$ cat config.mk
export PLATFORM = sky130hd
export DESIGN_NAME = mem_port_arbiter
export DESIGN_NICKNAME = d
export VERILOG_FILES = /design/src/rtl/mem_arb_pkg.sv /design/src/rtl/mem_arb_starve_ctr.sv /design/src/rtl/mem_port_arbiter.sv
export SDC_FILE = /design/constraint.sdc
export NUM_CORES = 1
export LEC_CHECK = 0
export ABC_AREA = 1
export BUFFER_PORTS_ARGS = -buffer_cell sky130_fd_sc_hd__buf_2
export CORE_AREA = 2 2 103 105
export CTS_BUF_LIST = sky130_fd_sc_hd__clkbuf_8
export DETAILED_ROUTE_END_ITERATION = 10
export DIE_AREA = 0 0 105 107
export PLACE_DENSITY_LB_ADDON = 0.05
export SKIP_CTS_REPAIR_TIMING = 1
export SLEW_MARGIN = 5
export SYNTH_ARGS = -nofsm -noshare
export SYNTH_HDL_FRONTEND = slang
export SYNTH_SLANG_ARGS = --single-unit
$ cat constraint.sdc
create_clock -name clk -period 3 [get_ports clk]
set_input_delay 0.15 -clock clk [delete_from_list [all_inputs] [get_ports clk]]
set_output_delay 0.15 -clock clk [all_outputs]
set_load 0.05 [all_outputs]
$ cat src/rtl/mem_arb_pkg.sv
// mem_arb_pkg: shared owner/state encodings and default timing constants for the memory port arbiter
package mem_arb_pkg;
  typedef enum logic {OWN_FETCH = 1'b0, OWN_DATA = 1'b1} owner_e;
  typedef enum logic {ST_IDLE = 1'b0, ST_WAIT = 1'b1} state_e;
  localparam int DEF_LATENCY = 1;
  localparam int DEF_STARVE_MAX = 4;
endpackage

$ cat src/rtl/mem_arb_starve_ctr.sv
// mem_arb_starve_ctr: saturating count of cycles the fetch port waited without a grant
module mem_arb_starve_ctr #(
  parameter int STARVE_MAX = 4
) (
  input  logic clk,
  input  logic rst_n,
  input  logic clr,
  input  logic inc,
  output logic sat
);
  localparam int W = $clog2(STARVE_MAX + 1);
  logic [W-1:0] cnt;
  // Clear wins over increment; the count sticks at the ceiling once reached
  always_ff @(posedge clk or negedge rst_n)
    if (!rst_n) cnt <= '0;
    else if (clr) cnt <= '0;
    else if (inc && !sat) cnt <= cnt + 1'b1;
  // Saturation is what hands priority to the fetch port
  always_comb sat = cnt == W'(STARVE_MAX);
endmodule

$ cat src/rtl/mem_port_arbiter.sv
// mem_port_arbiter: shares one synchronous memory between fetch and data ports; MEM_ARB_PERF_COUNTERS_EN adds grant/conflict counters
module mem_port_arbiter
  import mem_arb_pkg::*;
#(
  parameter int LATENCY = DEF_LATENCY,
  parameter int STARVE_MAX = DEF_STARVE_MAX
) (
  input  logic        clk,
  input  logic        rst_n,
  input  logic        if_req,
  input  logic [31:0] if_addr,
  output logic        if_gnt,
  output logic        if_rvalid,
  output logic [31:0] if_rdata,
  input  logic        d_req,
  input  logic        d_we,
  input  logic [31:0] d_addr,
  input  logic [31:0] d_wdata,
  output logic        d_gnt,
  output logic        d_rvalid,
  output logic [31:0] d_rdata,
  output logic        mem_en,
  output logic        mem_we,
  output logic [31:0] mem_addr,
  output logic [31:0] mem_wdata,
  input  logic [31:0] mem_rdata
`ifdef MEM_ARB_PERF_COUNTERS_EN
  ,
  output logic [31:0] perf_if_grants,
  output logic [31:0] perf_d_grants,
  output logic [31:0] perf_conflicts
`endif
);
  localparam int LW = 2;
  state_e state_q, state_d;
  owner_e owner_q, owner_d;
  logic [LW-1:0] cnt_q, cnt_d;
  logic [31:0] if_rdata_q, d_rdata_q;
  logic wait_busy, respond, grantable, fetch_win, rd_gnt, starve_sat;
  mem_arb_starve_ctr #(.STARVE_MAX(STARVE_MAX)) u_starve (
    .clk  (clk),
    .rst_n(rst_n),
    .clr  (if_gnt),
    .inc  (if_req && !if_gnt),
    .sat  (starve_sat)
  );
  // Same-cycle arbitration; grants are gated by rst_n so every output is quiet while in reset
  always_comb begin
    wait_busy = state_q == ST_WAIT && cnt_q != '0;
    respond = state_q == ST_WAIT && cnt_q == '0;
    grantable = rst_n && !wait_busy;
    fetch_win = if_req && (!d_req || starve_sat);
    if_gnt = grantable && fetch_win;
    d_gnt = grantable && d_req && !fetch_win;
    rd_gnt = if_gnt || (d_gnt && !d_we);
    mem_en = if_gnt || d_gnt;
    mem_we = d_gnt && d_we;
    mem_addr = d_gnt ? d_addr : if_gnt ? if_addr : '0;
    mem_wdata = d_gnt ? d_wdata : '0;
    if_rvalid = respond && owner_q == OWN_FETCH;
    d_rvalid = respond && owner_q == OWN_DATA;
    if_rdata = if_rvalid ? mem_rdata : if_rdata_q;
    d_rdata = d_rvalid ? mem_rdata : d_rdata_q;
  end
  // Next state: count down while a read is outstanding, reload on each new read grant
  always_comb begin
    state_d = (wait_busy || rd_gnt) ? ST_WAIT : ST_IDLE;
    cnt_d = wait_busy ? cnt_q - 1'b1 : rd_gnt ? LW'(LATENCY - 1) : '0;
    owner_d = rd_gnt ? (if_gnt ? OWN_FETCH : OWN_DATA) : owner_q;
  end
  // State register; reset abandons any read in flight
  always_ff @(posedge clk or negedge rst_n)
    if (!rst_n) begin
      state_q <= ST_IDLE;
      owner_q <= OWN_FETCH;
      cnt_q <= '0;
    end else begin
      state_q <= state_d;
      owner_q <= owner_d;
      cnt_q <= cnt_d;
    end
  // Each port's read data holds its last delivered value between responses
  always_ff @(posedge clk or negedge rst_n)
    if (!rst_n) begin
      if_rdata_q <= '0;
      d_rdata_q <= '0;
    end else begin
      if (if_rvalid) if_rdata_q <= mem_rdata;
      if (d_rvalid) d_rdata_q <= mem_rdata;
    end
  // Grants only ever go to a requesting port, and never to both at once
  always_comb assert (!(if_gnt && !if_req) && !(d_gnt && !d_req) && !(if_gnt && d_gnt));
`ifdef MEM_ARB_PERF_COUNTERS_EN
  // Free-running, wrapping performance counters
  always_ff @(posedge clk or negedge rst_n)
    if (!rst_n) begin
      perf_if_grants <= '0;
      perf_d_grants <= '0;
      perf_conflicts <= '0;
    end else begin
      if (if_gnt) perf_if_grants <= perf_if_grants + 1'b1;
      if (d_gnt) perf_d_grants <= perf_d_grants + 1'b1;
      if (grantable && if_req && d_req) perf_conflicts <= perf_conflicts + 1'b1;
    end
`endif
endmodule

## Yosys cells after proc, flatten, opt, wreduce, memory -nomap -nowiden

Cells that the tools add are included.

- Input bits: 133
- Word-level logic and storage cells: 46
- Register bits: 71

- $add $sub $neg: 2
- Bitwise logic cells: 1
- Reductions and logical operators: 26
- Eq/ne operators: 1
- Muxes and demuxes: 10

Operators by type and width:

| cell | number |
|---|---|
| 32-bit two-way mux | 5 |
| 1-bit logical AND | 13 |
| 1-bit zero test | 6 |
| 3-bit two-way mux | 2 |
| 1-bit logical OR | 4 |
| 2-bit nonzero test | 2 |
| 3-bit by 1-bit adder with 3-bit output, second input constant | 1 |
| 3-bit equality test, second input constant | 1 |
| 2-bit zero test | 1 |
| 1-bit two-way mux | 2 |
| 2-bit two-way mux | 1 |
| 2-bit by 1-bit subtractor with 2-bit output, second input constant | 1 |
| 1-bit NOT | 1 |

## Longest topological paths before layout

Gate-level depths: netlist of the first run.

- Word-level depth: 10
- Depth in mapped cells: 11
- Mapped depth without buffers: 10

## By module

Synthesis of the first run repeated with hierarchy kept, for this count alone.

- Cells, all modules: 466
- Area total of the unflattened synthesis: 3489.6 sq um

By module, submodules not included:

| module | area each (sq um) | instances | sequential area each (sq um) | cells an instance |
|---|---|---|---|---|
| mem_port_arbiter | 3304.4 | 1 | 1701.6 | 441 |
| mem_arb_starve_ctr | 185.2 | 1 | 75.1 | 25 |

## Least setup slack after synthesis of the first run

Ideal clock, no wire load.

- Kind: reg-to-reg
- Start: register cnt_q[0]
- End: register d_rdata_q[10]
- Path buffers: 2
- Path slack: 0.597 ns
- Data arrival time: 2.154 ns
- Period minus slack after synthesis: 2.403 ns
- Cell stages (with the launch flop): 7
- Required time: 2.751 ns
- Cell sequence: dfrtp_1 > inv_1 > ha_1 > nand3_1 > buf_2 > clkbuf_1 > o21ai_0

- Longest elaborated chain between the ends: 4

RTL lines:

| item | RTL line | source |
|---|---|---|
| start: declaration | mem_port_arbiter.sv:37 | `logic [LW-1:0] cnt_q, cnt_d;` |
| start signal: assignment | mem_port_arbiter.sv:80 | `cnt_q <= cnt_d;` |
| 2-bit zero test | mem_port_arbiter.sv:50 | `respond = state_q == ST_WAIT && cnt_q == '0;` |
| 1-bit logical AND | mem_port_arbiter.sv:50 |  |
| 1-bit logical AND | mem_port_arbiter.sv:61 | `d_rvalid = respond && owner_q == OWN_DATA;` |
| 32-bit two-way mux | -- |  |
| via d_rdata[10] | mem_port_arbiter.sv:21 | `output logic [31:0] d_rdata,` |
| end signal: assignment | mem_port_arbiter.sv:89 | `if (d_rvalid) d_rdata_q <= mem_rdata;` |
| end: declaration | mem_port_arbiter.sv:38 | `logic [31:0] if_rdata_q, d_rdata_q;` |

The timed path passes the listed nets, and every way through them passes these cells.
A chain may end at the register's enable or synchronous reset.

## Worst setup path in the final report of the first run

- Start: register cnt_q[0]
- End: output port mem_addr[28]

- Longest elaborated chain between the ends: 7

RTL lines:

| item | RTL line | source |
|---|---|---|
| 2-bit nonzero test (*) | mem_port_arbiter.sv:49 | `wait_busy = state_q == ST_WAIT && cnt_q != '0;` |
| 1-bit logical AND (*) | mem_port_arbiter.sv:49 |  |
| 1-bit zero test (*) | mem_port_arbiter.sv:51 | `grantable = rst_n && !wait_busy;` |
| 1-bit logical AND (*) | mem_port_arbiter.sv:51 |  |
| 1-bit logical AND (on tied branches) | mem_port_arbiter.sv:53, mem_port_arbiter.sv:54 |  |
| 32-bit two-way mux / 1-bit logical AND (equally long branches) | mem_port_arbiter.sv:58, mem_port_arbiter.sv:54 |  |
| 32-bit two-way mux (*) | mem_port_arbiter.sv:58 | `mem_addr = d_gnt ? d_addr : if_gnt ? if_addr : '0;` |
| end: declaration | mem_port_arbiter.sv:24 | `output logic [31:0] mem_addr,` |

Every way passes the cells marked *; elsewhere a longest branch is shown, timed or not.

==> summary.txt, run 1 <==
synth-to-layout area growth -> 47.6%
Worst IR Drop VDD -> 0.419 mV
first-pass GRT wire length -> 17.1 mm
Clock Latency Late Sink -> 0.35 ns
drt wl/cell -> 12.9 um
CP Capture Type -> output port
WL met2 -> 5.93 mm
final setup vio count -> 0
final hold vios -> 0
top fanout value on the critical path -> 36
P per Cell Area -> 1070 mW/mm2
# nets final -> 852
Residual DRC -> 0
die width -> 105 um
WL final -> 11.0 mm
M1 wire length -> 4.23 mm
Yosys warning total -> 0
die height -> 107 um
Worst R2R End -> d_rdata_q[18]
Syn Area/Cell -> 7.55 um2
Worst EP arrival -> 2.37 ns
setup TNS -> 0 ns
number of max-cap violations -> 0
leading cell type in the layout, fill and taps excluded -> buf_2
hold worst-path end -> if_rdata_q[14]
Detail Route Antenna Nets -> 0
io pins -> 267
Max Used Layer -> met4
Synth cell types -> 19
R2R Path Start -> cnt_q[0]
hold_sp -> mem_rdata[14]
drt via density -> 4.30
Core ar. -> 0.0101 mm2
Cells after Synth -> 457
DP HPWL -> 8.63 mm
initial antenna violation count -> 0
Tcrit/Tclk final -> 84.1%
Max Slew Vio Count -> 0
most frequent cells in the layout -> buf_2 (266), nand2_1 (165), inv_1 (75), dfrtp_1 (71), o21ai_0 (64)
CTS tree -> built
Placed Area -> 0.00486 mm2
Die Area -> 0.0112 mm2
GRT Overall Usage -> 19.3%
crit-path cells -> inv_1 -> ha_1 -> inv_2 -> nand2_4 -> nand4_2 -> inv_2 -> nand2_1 -> nand2_1 -> buf_2
Max Clk Rate -> 396 MHz
First DRT Iteration DRCs -> 144
gr ovfl total -> 0
antenna diode count -> 0
Starting Density -> 34.2%
critical path type -> reg -> out
Placer Congestion -> 0.807
Slew Limit Headroom -> 47.9%
#FFs+latches synth -> 71
syn nets -> 593
clock slew at reported path FFs -> 0.08 ns
Worst path slowest cell -> inv_2
Main synth FF type -> dfrtp_1
Hold Crit Class -> in -> reg
via count -> 3684
share of layout cells above drive strength 1 -> 41.2%
total CTS buffers -> 9
RSZ-0062 raised after global routing -> false
Post-synth EDFFs -> 0
number of global-route vias before repair -> 3604
CTS root buffer -> clkbuf_8
maximum number of pins on one net before global-route repair -> 65
run status -> finished, final reports clean
number of sinks on the clock net -> 71
leakage -> 3.31 nW
startpoint types -> flop
hold path cells -> 3
FF-to-FF setup slack -> 1.30 ns
IO buf count -> 266
WP data required -> 2.85 ns
row count -> 37
Async SR Flop Fraction -> 100%
register area share after synthesis -> 51.5%
Design Area, Final -> 0.00509 mm2
clk buf depth -> 2
number of detailed-route iterations in the first pass -> 6
Worst-Margin Slew -> 0.782 ns
met3 WL -> 630 um
path depth of the worst reg2reg path -> 5
mapped cell area -> 0.00345 mm2
skew final -> 0.0148 ns
H-tree levels -> 3
Total Power -> 0.00542 W
Period minus WS final -> 2.52 ns
Crit path largest cell delay -> 0.48 ns
[critical path: cells and delay by family, from the launching register on]
kind                     cells  cell delay [ns]
buffers and inverters        4             0.86
adder cells (fa/ha/maj)      1             0.23
AND/OR/NAND/NOR              4             0.55
flip-flops                   1             0.38
[flip-flops by register name, indices dropped and copies added (netlist names)]
| signal | count |
|---|---|
| owner_q | 1 |
| if_rdata_q | 32 |
| u_starve.cnt | 3 |
| cnt_q | 2 |
| state_q | 1 |
| d_rdata_q | 32 |
[synth_stat cells, types with 3 or more instances]
cell type  number  area [um2]
a21oi_1         3        15.0
buf_2          11        55.1
buf_6           6        67.6
clkbuf_1        6        22.5
dfrtp_1        71        1780
ha_1            3        37.5
inv_1          74         278
nand2_1       165         619
nand2_2         3        18.8
nand3_1         6        30.0
nor2_1         36         135
o21ai_0        64         320
[logic make-up (layout without fill, tap and decap cells)]
logic type	count (synthesis)	in the layout	synth area share [%]
AOI/OAI and AO/OA	67	67	9.72
xor gates and xnor gates	1	1	0.254
adders and majority gates	3	3	1.09
buffers and inverters	100	364	12.7
DFF	71	71	51.5
and+or+nand+nor	215	215	24.8
[per-stage QoR]
stage	std cells	util (%)	setup slack, ns	hold WS [ns]
after floorplan	457	-	0.597	-0.146
after global placement	840	48.2	0.895	0.0379
after detailed placement	840	48.2	0.836	0.0314
after CTS	856	50.4	0.455	-0.352
after global routing	857	50.5	0.317	0.106
final	857	50.5	0.478	0.0939
[routing by layer]
metal | up-vias | track usage, %
li1 | 1889 | -
met1 | 1636 | 20.6
met2 | 141 | 36.6
met3 | 18 | 4.19
met4 | 0 | 8.19
met5 | - | 0
[power breakdown]
group	internal [W]	total, W	switching (W)
Sequential	0.00139	0.00152	0.000128
Combinational	0.000616	0.00307	0.00245
Clock	0.000488	0.000843	0.000355
[how the worst max path moves through the flow]
stage          startpoint             to
6_report         cnt_q[0]   mem_addr[28]
5_1_grt          cnt_q[0]   mem_addr[31]
4_1_cts          cnt_q[0]   mem_addr[28]
3_5_place_dp     cnt_q[0]   mem_addr[28]
3_3_place_gp     cnt_q[0]   mem_addr[28]
2_1_floorplan    cnt_q[0]  d_rdata_q[10]
[layout make-up]
cell class	instances	area, um2
fillers	1045	5000
flip-flops and latches	71	1780
repair buffers	271	1380
multi-input cells	286	1250
inverters	77	292
well taps	136	170
clock buffers	10	138
clock inverters	6	85.1
Power figures use the tool's default switching activity.
==> run 2, diff against run 1 <==
--- a/config.mk
+++ b/config.mk
@@ -7,10 +7,10 @@
 export LEC_CHECK = 0
 export ABC_AREA = 1
 export BUFFER_PORTS_ARGS = -buffer_cell sky130_fd_sc_hd__buf_2
-export CORE_AREA = 2 2 103 105
+export CORE_AREA = 2 2 104 106
 export CTS_BUF_LIST = sky130_fd_sc_hd__clkbuf_8
 export DETAILED_ROUTE_END_ITERATION = 10
-export DIE_AREA = 0 0 105 107
+export DIE_AREA = 0 0 106 108
 export PLACE_DENSITY_LB_ADDON = 0.05
 export SKIP_CTS_REPAIR_TIMING = 1
 export SLEW_MARGIN = 5
==> constraint.sdc (replaced) <==
create_clock -name clk -period 2.45 [get_ports clk]
set_input_delay 0.1225 -clock clk [delete_from_list [all_inputs] [get_ports clk]]
set_output_delay 0.1225 -clock clk [all_outputs]
set_load 0.05 [all_outputs]
==> summary.txt, run 2 (synthesis results as in run 1) <==
WP data required -> 2.33 ns (was 2.85 ns)
Clock Latency Late Sink -> 0.34 ns (was 0.35 ns)
synth-to-layout area growth -> 49.2% (was 47.6%)
clock slew at reported path FFs -> 0.07 ns (was 0.08 ns)
Design Area, Final -> 0.00515 mm2 (was 0.00509 mm2)
Slew Limit Headroom -> 61.5% (was 47.9%)
Worst EP arrival -> 2.28 ns (was 2.37 ns)
Worst IR Drop VDD -> 0.525 mV (was 0.419 mV)
crit-path cells -> inv_1 -> ha_1 -> nand3_2 -> buf_4 -> o21ai_0 -> buf_2 (was inv_1 -> ha_1 -> inv_2 -> nand2_4 -> nand4_2 -> inv_2 -> nand2_1 -> nand2_1 -> buf_2)
total CTS buffers -> 9 (unchanged)
first-pass GRT wire length -> 17.2 mm (was 17.1 mm)
IO buf count -> 266 (unchanged)
leading cell type in the layout, fill and taps excluded -> buf_2 (unchanged)
Period minus WS final -> 2.40 ns
number of detailed-route iterations in the first pass -> 4 (was 6)
maximum number of pins on one net before global-route repair -> 46 (was 65)
FF-to-FF setup slack -> 0.73 ns (was 1.30 ns)
antenna diode count -> 0 (unchanged)
Starting Density -> 33.7% (was 34.2%)
# nets final -> 855 (was 852)
H-tree levels -> 3 (unchanged)
Switching Share -> 53.0% (was 54.0%)
die width -> 106 um (was 105 um)
clock network power share -> 17.2% (was 15.5%)
startpoint types -> flop (unchanged)
drt via density -> 4.33 (was 4.30)
First DRT Iteration DRCs -> 234 (was 144)
Placed Area -> 0.00488 mm2 (was 0.00486 mm2)
sequential power share -> 27.4% (was 28.0%)
R2R Path Start -> cnt_q[0] (unchanged)
end-of-flow core utilization -> 50.3% (was 50.5%)
path depth of the worst reg2reg path -> 5 (unchanged)
hold worst-path end -> d_rdata_q[8] (was if_rdata_q[14])
Residual DRC -> 0 (unchanged)
Crit path largest cell delay -> 0.39 ns (was 0.48 ns)
row count -> 37 (unchanged)
drt wl/cell -> 13.1 um (was 12.9 um)
P_int -> 0.00319 W (was 0.00249 W)
skew final -> 0.00649 ns (was 0.0148 ns)
Psw -> 0.00360 W (was 0.00293 W)
CP Capture Type -> output port (unchanged)
WL final -> 11.2 mm (was 11.0 mm)
P per Cell Area -> 1320 mW/mm2 (was 1070 mW/mm2)
Worst-Margin Slew -> 0.578 ns (was 0.782 ns)
top fanout value on the critical path -> 20 (was 36)
Die Area -> 0.0114 mm2 (was 0.0112 mm2)
hold_sp -> mem_rdata[8] (was mem_rdata[14])
Placer Congestion -> 0.840 (was 0.807)
Worst path slowest cell -> dfrtp_1 (was inv_2)
DP HPWL -> 9.00 mm (was 8.63 mm)
share of layout cells above drive strength 1 -> 41.6% (was 41.2%)
io pins -> 267 (unchanged)
number of max-cap violations -> 0 (unchanged)
GRT Overall Usage -> 19.5% (was 19.3%)
CTS tree -> built (unchanged)
die height -> 108 um (was 107 um)
critical path type -> reg -> out (unchanged)
CTS root buffer -> clkbuf_8 (unchanged)
run status -> finished, final reports clean (unchanged)
Detail Route Antenna Nets -> 0 (unchanged)
Core ar. -> 0.0102 mm2 (was 0.0101 mm2)
initial antenna violation count -> 0 (unchanged)
Worst R2R End -> d_rdata_q[17] (was d_rdata_q[18])
final setup vio count -> 0 (unchanged)
Buf/Inv on CP -> 3 (was 4)
Tcrit/Tclk final -> 97.9%
Max Slew Vio Count -> 0 (unchanged)
number of global-route vias before repair -> 3582 (was 3604)
CP top delay family -> buffers and inverters (unchanged)
gr ovfl total -> 0 (unchanged)
most frequent cells in the layout -> buf_2 (266), nand2_1 (165), inv_1 (74), dfrtp_1 (71), o21ai_0 (64) (was buf_2 (266), nand2_1 (165), inv_1 (75), dfrtp_1 (71), o21ai_0 (64))
leakage -> 3.34 nW (was 3.31 nW)
number of sinks on the clock net -> 71 (unchanged)
Max Clk Rate -> 417 MHz
clk buf depth -> 2 (unchanged)
final hold vios -> 0 (unchanged)
hold path cells -> 3 (unchanged)
crit path launch -> cnt_q[0] (unchanged)
via count -> 3724 (was 3684)
Comb pwr share -> 55.4% (was 56.5%)
Largest regs -> d_rdata_q: 32 flops, if_rdata_q: 32 flops, u_starve.cnt: 3 flops (unchanged)
Hold Crit Class -> in -> reg (unchanged)
RSZ-0062 raised after global routing -> true (was false)
[run 2: stage by stage]
step	total power (W)	TNS [ns]	hold WS, ns	setup slack, ns	instances
2_1_floorplan	0.00474	0	-0.173	0.0474	457
3_3_place_gp	0.00565	0	0.00184	0.454	843
3_5_place_dp	0.00568	0	-0.000345	0.374	843
4_1_cts	0.00687	-0.0384	-0.395	-0.0350	859
5_1_grt	0.00715	-2.15	0.0751	-0.123	860
6_report	0.00679	0	0.0658	0.0510	860
[run 2: power by group through the flow]
| stage | Combinational (W) | Sequential [W] | Clock, W |
|---|---|---|---|
| 4_1_cts | 0.00380 | 0.00186 | 0.00120 |
| 3_3_place_gp | 0.00377 | 0.00187 | 0 |
| 5_1_grt | 0.00398 | 0.00191 | 0.00125 |
| 3_5_place_dp | 0.00380 | 0.00188 | 0 |
| 2_1_floorplan | 0.00289 | 0.00186 | 0 |
| 6_report | 0.00376 | 0.00186 | 0.00117 |
[run 2: how the worst max path moves through the flow]
stage                          endpoint  slack [ns]  cells after the start
after CTS                   d_rdata[17]       -0.04                      6
after detailed placement    d_rdata[17]        0.37                      6
after floorplan           d_rdata_q[10]        0.05                      6
after global placement      d_rdata[21]        0.45                      6
after global routing        if_rdata[2]       -0.12                      6
final                       d_rdata[17]        0.05                      6
[run 2: worst register-to-register path, delay by kind of cell (launching register included)]
| kind | cells | cell delay, ns |
|---|---|---|
| fa+ha+maj | 1 | 0.23 |
| compound gates | 1 | 0.31 |
| simple gates | 1 | 0.30 |
| buf+inv | 2 | 0.37 |
| flops | 1 | 0.39 |
[run 2: layer usage]
metal	track usage (%)	wire length (um)	vias up
li1	-	-	1895
met1	21.0	4220	1653
met2	34.5	5800	149
met3	5.12	772	27
met4	11.3	443	0
met5	0	0	-
[run 2: final cells by class]
type / instances / area (um2)
clock buffer: 11 / 151
inverter: 77 / 294
sequential: 71 / 1780
fill: 1053 / 5080
clock inverter: 5 / 104
multi-input combinational: 286 / 1250
tap: 136 / 170
timing repair buffer: 274 / 1410
==> run 3, diff against run 2 <==
==> constraint.sdc (replaced) <==
create_clock -name clk -period 2.45 [get_ports clk]
set_input_delay 0.49 -clock clk [delete_from_list [all_inputs] [get_ports clk]]
set_output_delay 0.49 -clock clk [all_outputs]
set_load 0.05 [all_outputs]
==> summary.txt, run 3 (synthesis results as in run 1) <==
run status -> finished, final reports clean (unchanged)
Worst path slowest cell -> dfrtp_1 (unchanged)
first-pass GRT wire length -> 17.3 mm (was 17.2 mm)
CTS root buffer -> clkbuf_8 (unchanged)
CTS tree -> built (unchanged)
Residual DRC -> 0 (unchanged)
IO buf count -> 266 (unchanged)
pre-CTS WS -> 0.180 ns (was 0.374 ns)
FF-to-FF setup slack -> 1.08 ns (was 0.73 ns)
leakage -> 3.48 nW (was 3.34 nW)
final setup vio count -> 0 (unchanged)
Inst Count DP -> 843 (unchanged)
Largest regs -> d_rdata_q: 32 flops, if_rdata_q: 32 flops, u_starve.cnt: 3 flops (unchanged)
die width -> 106 um (unchanged)
Starting Density -> 33.7% (unchanged)
WP data required -> 1.96 ns (was 2.33 ns)
crit-path cells -> inv_1 -> ha_4 -> inv_2 -> nand2_4 -> nand2_2 -> nor2_4 -> nand2_8 -> buf_4 -> nor2_1 -> clkbuf_4 (was inv_1 -> ha_1 -> nand3_2 -> buf_4 -> o21ai_0 -> buf_2)
Detail Route Antenna Nets -> 0 (unchanged)
Non-Filler Instances -> 875 (was 860)
hold worst-path end -> if_rdata_q[29] (was d_rdata_q[8])
initial antenna violation count -> 0 (unchanged)
gr ovfl total -> 0 (unchanged)
most frequent cells in the layout -> buf_2 (187), nand2_1 (161), inv_1 (73), dfrtp_1 (71), buf_6 (41) (was buf_2 (266), nand2_1 (165), inv_1 (74), dfrtp_1 (71), o21ai_0 (64))
total CTS buffers -> 9 (unchanged)
hold path cells -> 3 (unchanged)
clock slew at reported path FFs -> 0.08 ns (was 0.07 ns)
setup TNS -> 0 ns (unchanged)
Die Area -> 0.0114 mm2 (unchanged)
Worst R2R End -> owner_q (was d_rdata_q[17])
Slew Limit Headroom -> 40.0% (was 61.5%)
maximum number of pins on one net before global-route repair -> 72 (was 46)
final hold vios -> 0 (unchanged)
top fanout value on the critical path -> 7 (was 20)
GRT Overall Usage -> 19.1% (was 19.5%)
drt via density -> 4.37 (was 4.33)
Worst EP arrival -> 1.94 ns (was 2.28 ns)
number of detailed-route iterations in the first pass -> 4 (unchanged)
Max Slew Vio Count -> 0 (unchanged)
WL final -> 12.4 mm (was 11.2 mm)
number of global-route vias before repair -> 3530 (was 3582)
leading cell type in the layout, fill and taps excluded -> buf_2 (unchanged)
synth-to-layout area growth -> 70.3% (was 49.2%)
Worst IR Drop VDD -> 0.529 mV (was 0.525 mV)
startpoint types -> flop (unchanged)
# nets final -> 870 (was 855)
io pins -> 267 (unchanged)
H-tree levels -> 3 (unchanged)
Clock Latency Late Sink -> 0.34 ns (about the same)
DP HPWL -> 8.52 mm (was 9.00 mm)
Hold Crit Class -> in -> reg (unchanged)
via count -> 3821 (was 3724)
Core ar. -> 0.0102 mm2 (unchanged)
path depth of the worst reg2reg path -> 9 (was 5)
Placer Congestion -> 0.842 (was 0.840)
CP Capture Type -> output port (unchanged)
skew final -> 0.00881 ns (was 0.00649 ns)
row count -> 37 (unchanged)
R2R Path Start -> cnt_q[0] (unchanged)
number of max-cap violations -> 0 (unchanged)
RSZ-0062 raised after global routing -> true (unchanged)
hold_sp -> mem_rdata[29] (was mem_rdata[8])
Tcrit/Tclk final -> 99.3% (was 97.9%)
antenna diode count -> 0 (unchanged)
Filler cells -> 945 (was 1053)
P per Cell Area -> 1170 mW/mm2 (was 1320 mW/mm2)
clk buf depth -> 2 (unchanged)
Period minus WS final -> 2.43 ns (was 2.40 ns)
Worst-Margin Slew -> 0.900 ns (was 0.578 ns)
Crit path largest cell delay -> 0.36 ns (was 0.39 ns)
First DRT Iteration DRCs -> 278 (was 234)
share of layout cells above drive strength 1 -> 47.2% (was 41.6%)
number of sinks on the clock net -> 71 (unchanged)
Max Clk Rate -> 411 MHz (was 417 MHz)
die height -> 108 um (unchanged)
critical path type -> reg -> out (unchanged)
drt wl/cell -> 14.1 um (was 13.1 um)
Final WS setup -> 0.0178 ns (was 0.0510 ns)
[run 3: cell types whose count changed in the layout (fill, tap and decap cells not counted), sizes merged]
| cell | delta |
|---|---|
| clkinvlp | +1 |
| clkbuf | +23 |
| dlygate4sd3 | -1 |
| bufinv | -2 |
| clkinv | +3 |
| buf | -10 |
| nand2 | +1 |
[run 3: per-stage QoR]
step	total power, W	area [um2]	hold WS, ns	util [%]
2_1_floorplan	0.00476	3450	0.194	-
3_3_place_gp	0.00568	4920	0.414	48.1
3_5_place_dp	0.00571	4920	0.417	48.1
4_1_cts	0.00669	5130	0.397	50.2
5_1_grt	0.00729	5880	0.406	57.5
6_report	0.00689	5880	0.418	57.5
[run 3: how the worst max path moves through the flow]
stage / from / endpoint / slack, ns / cells past startpoint
5_1_grt: cnt_q[0] / mem_addr[9] / -0.09 / 11
2_1_floorplan: cnt_q[0] / d_rdata[10] / -0.19 / 6
6_report: cnt_q[1] / mem_wdata[26] / 0.02 / 10
3_5_place_dp: cnt_q[0] / mem_addr[20] / 0.18 / 11
3_3_place_gp: cnt_q[0] / mem_addr[20] / 0.21 / 11
4_1_cts: cnt_q[0] / mem_addr[20] / -0.22 / 11
[run 3: per-layer routing]
layer	vias to the layer above	wire, um	track usage (%)
met2	161	6440	32.5
met1	1713	4790	23.5
met3	22	793	5.36
li1	1925	-	-
met5	-	0	0
met4	0	344	6.39
[run 3: critical path, delay by kind of cell, from the launching register on]
kind                     cells  cell delay [ns]
adder cells (fa/ha/maj)      1             0.16
buffers and inverters        4             0.54
flip-flops                   1             0.36
AND/OR/NAND/NOR              5             0.52
[run 3: final cells by class]
class | instances | area [um2] | share of cell area (%)
multi-input cells | 287 | 1410 | 24.1
well taps | 136 | 170 | 2.89
clock buffers | 11 | 151 | 2.58
repair inverters | 2 | 17.5 | 0.298
flip-flops and latches | 71 | 1780 | 30.2
clock inverters | 5 | 56.3 | 0.958
inverters | 77 | 307 | 5.21
repair buffers | 286 | 1990 | 33.8
[run 3: where the power goes]
group          switching (W)  leakage (nW)  internal [W]
Combinational        0.00310          2.49      0.000975
Clock               0.000442         0.105      0.000524
Sequential          0.000150         0.884       0.00170
Total                0.00369          3.48       0.00320
